<file path="config.mk">
export PLATFORM = sky130hd
export DESIGN_NAME = turfio_cout_sched
export DESIGN_NICKNAME = d
export VERILOG_FILES = /design/src/rtl/turfio_cout_sched.sv
export SDC_FILE = /design/constraint.sdc
export NUM_CORES = 1
export LEC_CHECK = 0
export CORE_AREA = 2 2 91 93
export DETAILED_ROUTE_END_ITERATION = 16
export DIE_AREA = 0 0 93 95
export PLACE_DENSITY = 0.88
export SLEW_MARGIN = 20
export SYNTH_ARGS = -nofsm -noshare
export SYNTH_HDL_FRONTEND = slang
export SYNTH_SLANG_ARGS = --single-unit
</file>
<file path="constraint.sdc">
create_clock -name if_clk_i -period 4.17 [get_ports if_clk_i]
set_input_delay 0.6255 -clock if_clk_i [delete_from_list [all_inputs] [get_ports if_clk_i]]
set_output_delay 0.6255 -clock if_clk_i [all_outputs]
set_load 0.03 [all_outputs]
</file>
<file path="src/rtl/turfio_cout_sched.sv">
`timescale 1ns/1ps
`default_nettype none
// ============================================================================
// Module      : turfio_cout_sched
// Description : Command-slot scheduler for turfio_cout. Holds the link in
//               training until released and exits training on a sync
//               boundary. Once running, it arbitrates the per-cycle command
//               slot: trigger has strict priority with a starvation limit,
//               and run-control and register-access share the remaining
//               slots round-robin.
// Revision    : 1.0 - initial release
// ============================================================================
module turfio_cout_sched #(
  parameter int unsigned MAX_TRIG_RUN = 8,
  parameter int unsigned TRAIN_MIN    = 64,
  parameter logic [31:0] IDLE_WORD    = 32'h0
) (
  input  logic        if_clk_i,
  input  logic        if_rstb_i,
  input  logic        train_req_i,
  input  logic        sync_i,
  input  logic [31:0] trig_cmd_i,
  input  logic        trig_valid_i,
  output logic        trig_ready_o,
  input  logic [31:0] rc_cmd_i,
  input  logic        rc_valid_i,
  output logic        rc_ready_o,
  input  logic [31:0] reg_cmd_i,
  input  logic        reg_valid_i,
  output logic        reg_ready_o,
  output logic [31:0] cout_command_o,
  output logic        cout_train_o,
  output logic        running_o,
  output logic [15:0] cmd_count_o
);

  localparam logic [1:0]  ST_TRAIN  = 2'd0;
  localparam logic [1:0]  ST_ARM    = 2'd1;
  localparam logic [1:0]  ST_RUN    = 2'd2;
  localparam logic [15:0] TRAIN_SAT = 16'(TRAIN_MIN);
  localparam logic [7:0]  TRIG_MAX  = 8'(MAX_TRIG_RUN);

  logic [1:0]  state_q, state_d;
  logic [15:0] train_cnt_q, train_cnt_d;
  logic [7:0]  trig_run_q, trig_run_d;
  logic        rr_ptr_q, rr_ptr_d;        // 0: rc next, 1: reg next
  logic [31:0] cmd_q, cmd_d;
  logic [15:0] cmd_count_q, cmd_count_d;

  logic grant_trig, grant_rc, grant_reg;
  logic ctl_pending, trig_blocked, any_grant;

  assign ctl_pending  = rc_valid_i | reg_valid_i;
  assign trig_blocked = (trig_run_q == TRIG_MAX) && ctl_pending;
  assign any_grant    = grant_trig | grant_rc | grant_reg;

  // State register: training/arm/run sequencing
  always_ff @(posedge if_clk_i or negedge if_rstb_i) begin
    if (!if_rstb_i) state_q <= ST_TRAIN;
    else            state_q <= state_d;
  end

  // Next-state logic: release from training waits for the sync boundary
  always_comb begin
    state_d = state_q;
    case (state_q)
      ST_TRAIN: if (train_cnt_q == TRAIN_SAT && !train_req_i) state_d = ST_ARM;
      ST_ARM: begin
        if (train_req_i) state_d = ST_TRAIN;
        else if (sync_i) state_d = ST_RUN;
      end
      ST_RUN:   if (train_req_i) state_d = ST_TRAIN;
      default:  state_d = ST_TRAIN;
    endcase
  end

  // Output logic: one grant per cycle, trigger first unless it has hit its run limit
  always_comb begin
    grant_trig = 1'b0;
    grant_rc   = 1'b0;
    grant_reg  = 1'b0;
    if (state_q == ST_RUN && !train_req_i) begin
      if (trig_valid_i && !trig_blocked) begin
        grant_trig = 1'b1;
      end else if (rc_valid_i && reg_valid_i) begin
        if (rr_ptr_q) grant_reg = 1'b1;
        else          grant_rc  = 1'b1;
      end else if (rc_valid_i) begin
        grant_rc = 1'b1;
      end else if (reg_valid_i) begin
        grant_reg = 1'b1;
      end
    end
  end

  // Datapath next values: counters, round-robin pointer and issued word
  always_comb begin
    train_cnt_d = train_cnt_q;
    case (state_q)
      ST_TRAIN: if (train_cnt_q < TRAIN_SAT) train_cnt_d = train_cnt_q + 16'd1;
      ST_RUN:   if (train_req_i) train_cnt_d = 16'd0;
      default:  train_cnt_d = train_cnt_q;
    endcase

    trig_run_d = trig_run_q;
    if (grant_rc || grant_reg || !ctl_pending) trig_run_d = 8'd0;
    else if (grant_trig)                       trig_run_d = trig_run_q + 8'd1;

    rr_ptr_d = rr_ptr_q;
    if (grant_rc)       rr_ptr_d = 1'b1;
    else if (grant_reg) rr_ptr_d = 1'b0;

    cmd_d = IDLE_WORD;
    if (grant_trig)     cmd_d = trig_cmd_i;
    else if (grant_rc)  cmd_d = rc_cmd_i;
    else if (grant_reg) cmd_d = reg_cmd_i;

    cmd_count_d = cmd_count_q + {15'd0, any_grant};
  end

  // Datapath registers
  always_ff @(posedge if_clk_i or negedge if_rstb_i) begin
    if (!if_rstb_i) begin
      train_cnt_q <= 16'd0;
      trig_run_q  <= 8'd0;
      rr_ptr_q    <= 1'b0;
      cmd_q       <= IDLE_WORD;
      cmd_count_q <= 16'd0;
    end else begin
      train_cnt_q <= train_cnt_d;
      trig_run_q  <= trig_run_d;
      rr_ptr_q    <= rr_ptr_d;
      cmd_q       <= cmd_d;
      cmd_count_q <= cmd_count_d;
    end
  end

  assign trig_ready_o   = grant_trig;
  assign rc_ready_o     = grant_rc;
  assign reg_ready_o    = grant_reg;
  assign cout_command_o = cmd_q;
  assign cout_train_o   = (state_q != ST_RUN);
  assign running_o      = (state_q == ST_RUN);
  assign cmd_count_o    = cmd_count_q;

endmodule
`default_nettype wire

</file>
==> flow_summary.yaml, run 1 <==
cells_and_area:
  final_area_um2: 5254
  antennaDiodeCount: 0
  instances_no_fill: 597
  syn2layout_area_growth_pct: 53.53
  nets: 596
  post-route-util_pct: 66.27
  drive_gt1_share_pct: 4.675
placement:
  dp_hpwl_mm: 6.940
  dpl_worst_slack_ns: 0.7395
  gp_congestion: 0.8144
  numPlacedInstances: 581
  portBuffers: 155
  placed_cell_area_um2: 5066
status:
  status: "complete, no violations"
worst_setup_path:
  endpoint_kind: "primary output"
  rr_worst_depth: 8
  critPathLaunchType: "input pin"
  worstPathArrival_ns: 2.78
  path_class: "in2out"
  required_ns: 3.54
  cp_max_fo: 6
floorplan:
  rows: 33
  die_y_um: 95
  start_util_pct: 43.17
  coreArea_um2: 7928
  dieArea_um2: 8835
  ios: 156
  die_w_um: 93
yosys:
  avgSynthCellArea_um2: 10.28
  yosysTopAreaCell: "dfrtp_1"
  synthTopCellsByCount: "75 x dfrtp_1, 44 x nand2_1, 35 x o21ai_0, 33 x a22oi_1, 14 x nand3_1"
  ys.flop_type: "dfrtp_1"
  synth_area_um2: 3422
  synthArstFlopShare_pct: 100.0
  yosysSeqAreaShare_pct: 54.84
  synth_cell_types: 44
  synth_top_area_share_pct: 54.84
  synth_most_common_cell: "dfrtp_1"
  synthesis.nets: 442
  yosys-top-cells-area: "dfrtp_1 55%, a22oi_1 7.2%, o21ai_0 5.1%"
  yosys_warnings: 0
  synth_seq_cells: 75
  synth_edf_count: 0
  syn_inst: 333
drt:
  ant_nets: 0
  drc: 0
  viasPerCell: 5.290
  routedWlPerCell_um: 15.54
  dr_total_vias: 3158
  drt_wl_total_mm: 9.278
  drt_iter0_drc: 147
  first_pass_iters: 4
grt:
  grt_util_all_layers_pct: 21.41
  grt_overflow_total: 0
  grt_max_degree: 76
  antenna_found_initial: 0
  grt_pass1_wl_mm: 14.92
  grt_pass1_vias: 3120
clock_network:
  ctsResizeCount: 0
  cts_max_level: 3
  insertion_delay_ns: 0.33
  root_buffer: "clkbuf_8"
  numCtsBuffers: 9
  clk_pin_slew_ns: 0.08
  clock-sinks: 75
  ctsHoldBuffers: 0
  cts_tree: "yes"
  clk_path_buf_depth: 2
  post-cts-setup-buffer-count: 0
min_path:
  hold_class: "in2async"
sta:
  fin_crit_ns: 3.403
  slew_violations: 0
  clock.fmax_mhz: 293.8
  relSlewSlack_pct: 37.63
  period_share_pct: 81.61
  setup_slack_ns: 0.7668
  whs_ns: 0.4103
  finalHoldViolCount: 0
  rsz0062_at_grt: "no"
  fin_skew_ns: 0.008225
  setup_viol: 0
  tightest_slew_ns: 0.9356
  fin_setup_tns_ns: 0
power:
  total_power_mw: 1.639
  p_per_area_nw_per_um2: 312.0
  peakVddDrop_uv: 138.5
  p_leak_nw: 2.196
run:
  timing.max_cap.violations: 0
==> layout by cell type (no fill, tap or decap), types with 3 or more instances in the layout <==
cell type,instances
or3_1,3
and2_1,13
nand3_1,14
and3_1,4
inv_1,8
dfrtp_1,75
clkbuf_8,10
nor3_1,10
a22oi_1,33
xnor2_1,11
clkbuf_1,4
a21oi_1,7
clkdlybuf4s50_1,154
xor2_1,7
nand2_1,44
ha_1,6
nor2_1,9
o21ai_1,3
o21ai_0,35
nand4_1,8
buf_4,4
==> layout make-up <==
cell class                 count  area [µm²]
multi-input combinational    235        1456
fill                         636        2674
clock buffer                  14       152.6
tap                          105       131.4
clock inverter                 2       35.03
inverter                       8       30.03
timing repair buffer         158        1572
sequential                    75        1877
==> layer usage <==
layer | share of wire [%] | routed length, µm | global-route usage (%)
met2 | 51 | 4755 | 36.17
met5 | 0 | 0 | 0
met1 | 40 | 3724 | 26.17
met4 | 2.1 | 191 | 8.946
met3 | 6.5 | 607 | 5.507
==> critical path, stage by stage <==
cell and delay [ns]:
clkdlybuf4s50_1 0.56, or2_2 0.19, nand3_1 0.11, a21oi_1 0.41
and2_1 0.19, clkdlybuf4s50_1 0.68
==> power breakdown <==
part | leakage (nW) | internal [mW] | switching (mW) | total (mW)
clock | 0.0947 | 0.294 | 0.246 | 0.540
sequential | 1.03 | 0.768 | 0.0429 | 0.811
combinational | 1.07 | 0.159 | 0.129 | 0.289
total | 2.20 | 1.22 | 0.418 | 1.64
==> flip-flops by register name, indices dropped and copies added, names as in the netlist <==
signal          cells
cout_command_o     32
cmd_count_o        16
train_cnt_q        16
trig_run_q          8
state_q             2
rr_ptr_q            1
==> worst paths after layout <==
kind                                   end  slack, ns            start
setup / recovery                rc_ready_o       0.77      reg_valid_i
hold reg to reg            cmd_count_o[15]       0.47  cmd_count_o[15]
hold / removal              train_cnt_q[3]       0.41        if_rstb_i
max in group asynchronous    trig_run_q[2]       3.13        if_rstb_i
min in group if_clk_i      cmd_count_o[15]       0.47  cmd_count_o[15]
setup reg to reg           cmd_count_o[10]       1.86       state_q[0]
==> cells by family (layout without fill, tap and decap cells) <==
| kind of cell | after synthesis | in the layout | synth area share (%) |
|---|---|---|---|
| AOI/OAI and AO/OA | 88 | 88 | 16.16 |
| xor gates and xnor gates | 18 | 18 | 4.607 |
| adders and majority gates | 6 | 6 | 2.194 |
| and+or+nand+nor | 123 | 123 | 19.23 |
| DFF | 75 | 75 | 54.84 |
| buffers and inverters | 23 | 182 | 2.961 |
(Power assumes the default switching activity.)
==> run 2: changes to the inputs <==
- CORE_AREA: 2 2 91 93 -> 2 2 98 100
- DIE_AREA: 0 0 93 95 -> 0 0 100 102
- PLACE_DENSITY: 0.88 -> 0.81
- clock period: 4.17 -> 3 ns (I/O delays scaled with it)
==> flow_summary.yaml, run 2 (synthesis gave the netlist of run 1 again) <==
clock_network:
  insertion_delay_ns: 0.34
  cts_tree: "yes"
  clock-sinks: 75
  ctsHoldBuffers: 0
  ctsResizeCount: 0
  root_buffer: "clkbuf_8"
  clk_path_buf_depth: 2
  cts_max_level: 3
  numCtsBuffers: 9
  post-cts-setup-buffer-count: 0
  clk_pin_slew_ns: 0.07
floorplan:
  die_y_um: 102
  rows: 35
  coreArea_um2: 9109
  die_w_um: 100
  start_util_pct: 37.57
  ios: 156
  dieArea_um2: 10200
grt:
  grt_pass1_wl_mm: 14.91
  grt_overflow_total: 0
  grt_pass1_vias: 3233
  grt_util_all_layers_pct: 18.53
  grt_max_degree: 76
  antenna_found_initial: 0
drt:
  routedWlPerCell_um: 15.23
  drt_wl_total_mm: 9.227
  first_pass_iters: 4
  drc: 0
  viasPerCell: 5.127
  dr_total_vias: 3107
  ant_nets: 0
  drt_iter0_drc: 154
sta:
  relSlewSlack_pct: 36.96
  finalHoldViolCount: 0
  setup_slack_ns: 0.2946
  tightest_slew_ns: 0.9456
  fin_setup_tns_ns: 0
  period_share_pct: 90.18
  setup_viol: 0
  slew_violations: 0
  fin_skew_ns: 0.009651
  fin_crit_ns: 2.705
  clock.fmax_mhz: 369.6
  rsz0062_at_grt: "no"
power:
  p_leak_nw: 2.225
  p_per_area_nw_per_um2: 444.4
  peakVddDrop_uv: 181.8
worst_setup_path:
  path_class: "reg2out"
  worstPathArrival_ns: 2.26
  reg2reg_slack_ns: 0.69
  required_ns: 2.55
  endpoint_kind: "primary output"
  cp_max_fo: 6
  critPathLaunchType: "flip-flop"
cells_and_area:
  syn2layout_area_growth_pct: 54.81
  largest_reg_flops: 32
  instances_no_fill: 606
  antennaDiodeCount: 0
  final_area_um2: 5298
  nets: 599
  final_cell_mix: "151 x clkdlybuf4s50_1, 75 x dfrtp_1, 44 x nand2_1"
  final_common_cell: "clkdlybuf4s50_1"
  drive_gt1_share_pct: 6.263
placement:
  numPlacedInstances: 590
  placed_cell_area_um2: 5089
  portBuffers: 155
  gp_congestion: 0.8337
  dpl_worst_slack_ns: 0.3681
  dp_hpwl_mm: 6.966
run:
  timing.max_cap.violations: 0
min_path:
  hold_class: "in2async"
status:
  status: "complete, no violations"
## run 2: layer usage
layer / vias to the layer above / share of wire (%) / track usage (%)
li1: 1498 / - / -
met1: 1474 / 39 / 21.34
met2: 124 / 52 / 33.26
met3: 11 / 8.3 / 5.472
met4: 0 / 1.1 / 6.112
met5: - / 0 / 0
## run 2: power breakdown
part | switching [mW] | total (mW) | internal (mW)
logic | 0.176 | 0.400 | 0.224
registers | 0.0579 | 1.13 | 1.07
clock network | 0.362 | 0.828 | 0.467
total | 0.595 | 2.35 | 1.76
## run 2: stage by stage
stage	hold WS, ns	power, mW	utilization [%]
final	0.2447	2.354	58.16
after global routing	0.3351	2.486	58.16
after CTS	0.2834	2.376	58.16
after detailed placement	0.4571	1.547	55.87
after global placement	0.4559	1.533	55.87
after floorplan	0.1544	1.336	-
## run 2: critical path: stages (launching register included)
cell	delay, ns
dfrtp_1	0.43
nor3_1	0.51
nand3_1	0.18
a21oi_1	0.45
and2_1	0.21
buf_4	0.16
## run 2: area by class of cell
class / count / area (µm²)
tap: 111 / 138.9
clock inverter: 5 / 77.57
multi-input combinational: 235 / 1456
fill: 776 / 3811
timing repair buffer: 161 / 1587
inverter: 8 / 30.03
clock buffer: 11 / 131.4
sequential: 75 / 1877
## run 2: path summary, 6_finish.rpt
path	start	to	cells past startpoint
max in group asynchronous	if_rstb_i	cmd_count_o[10]	1
worst max register to register	state_q[0]	cmd_count_o[10]	8
worst min register to register	cmd_count_o[15]	cmd_count_o[15]	1
worst min-delay path	if_rstb_i	train_cnt_q[5]	1
worst max-delay path	trig_run_q[4]	rc_ready_o	5
min in group if_clk_i	cmd_count_o[15]	cmd_count_o[15]	1
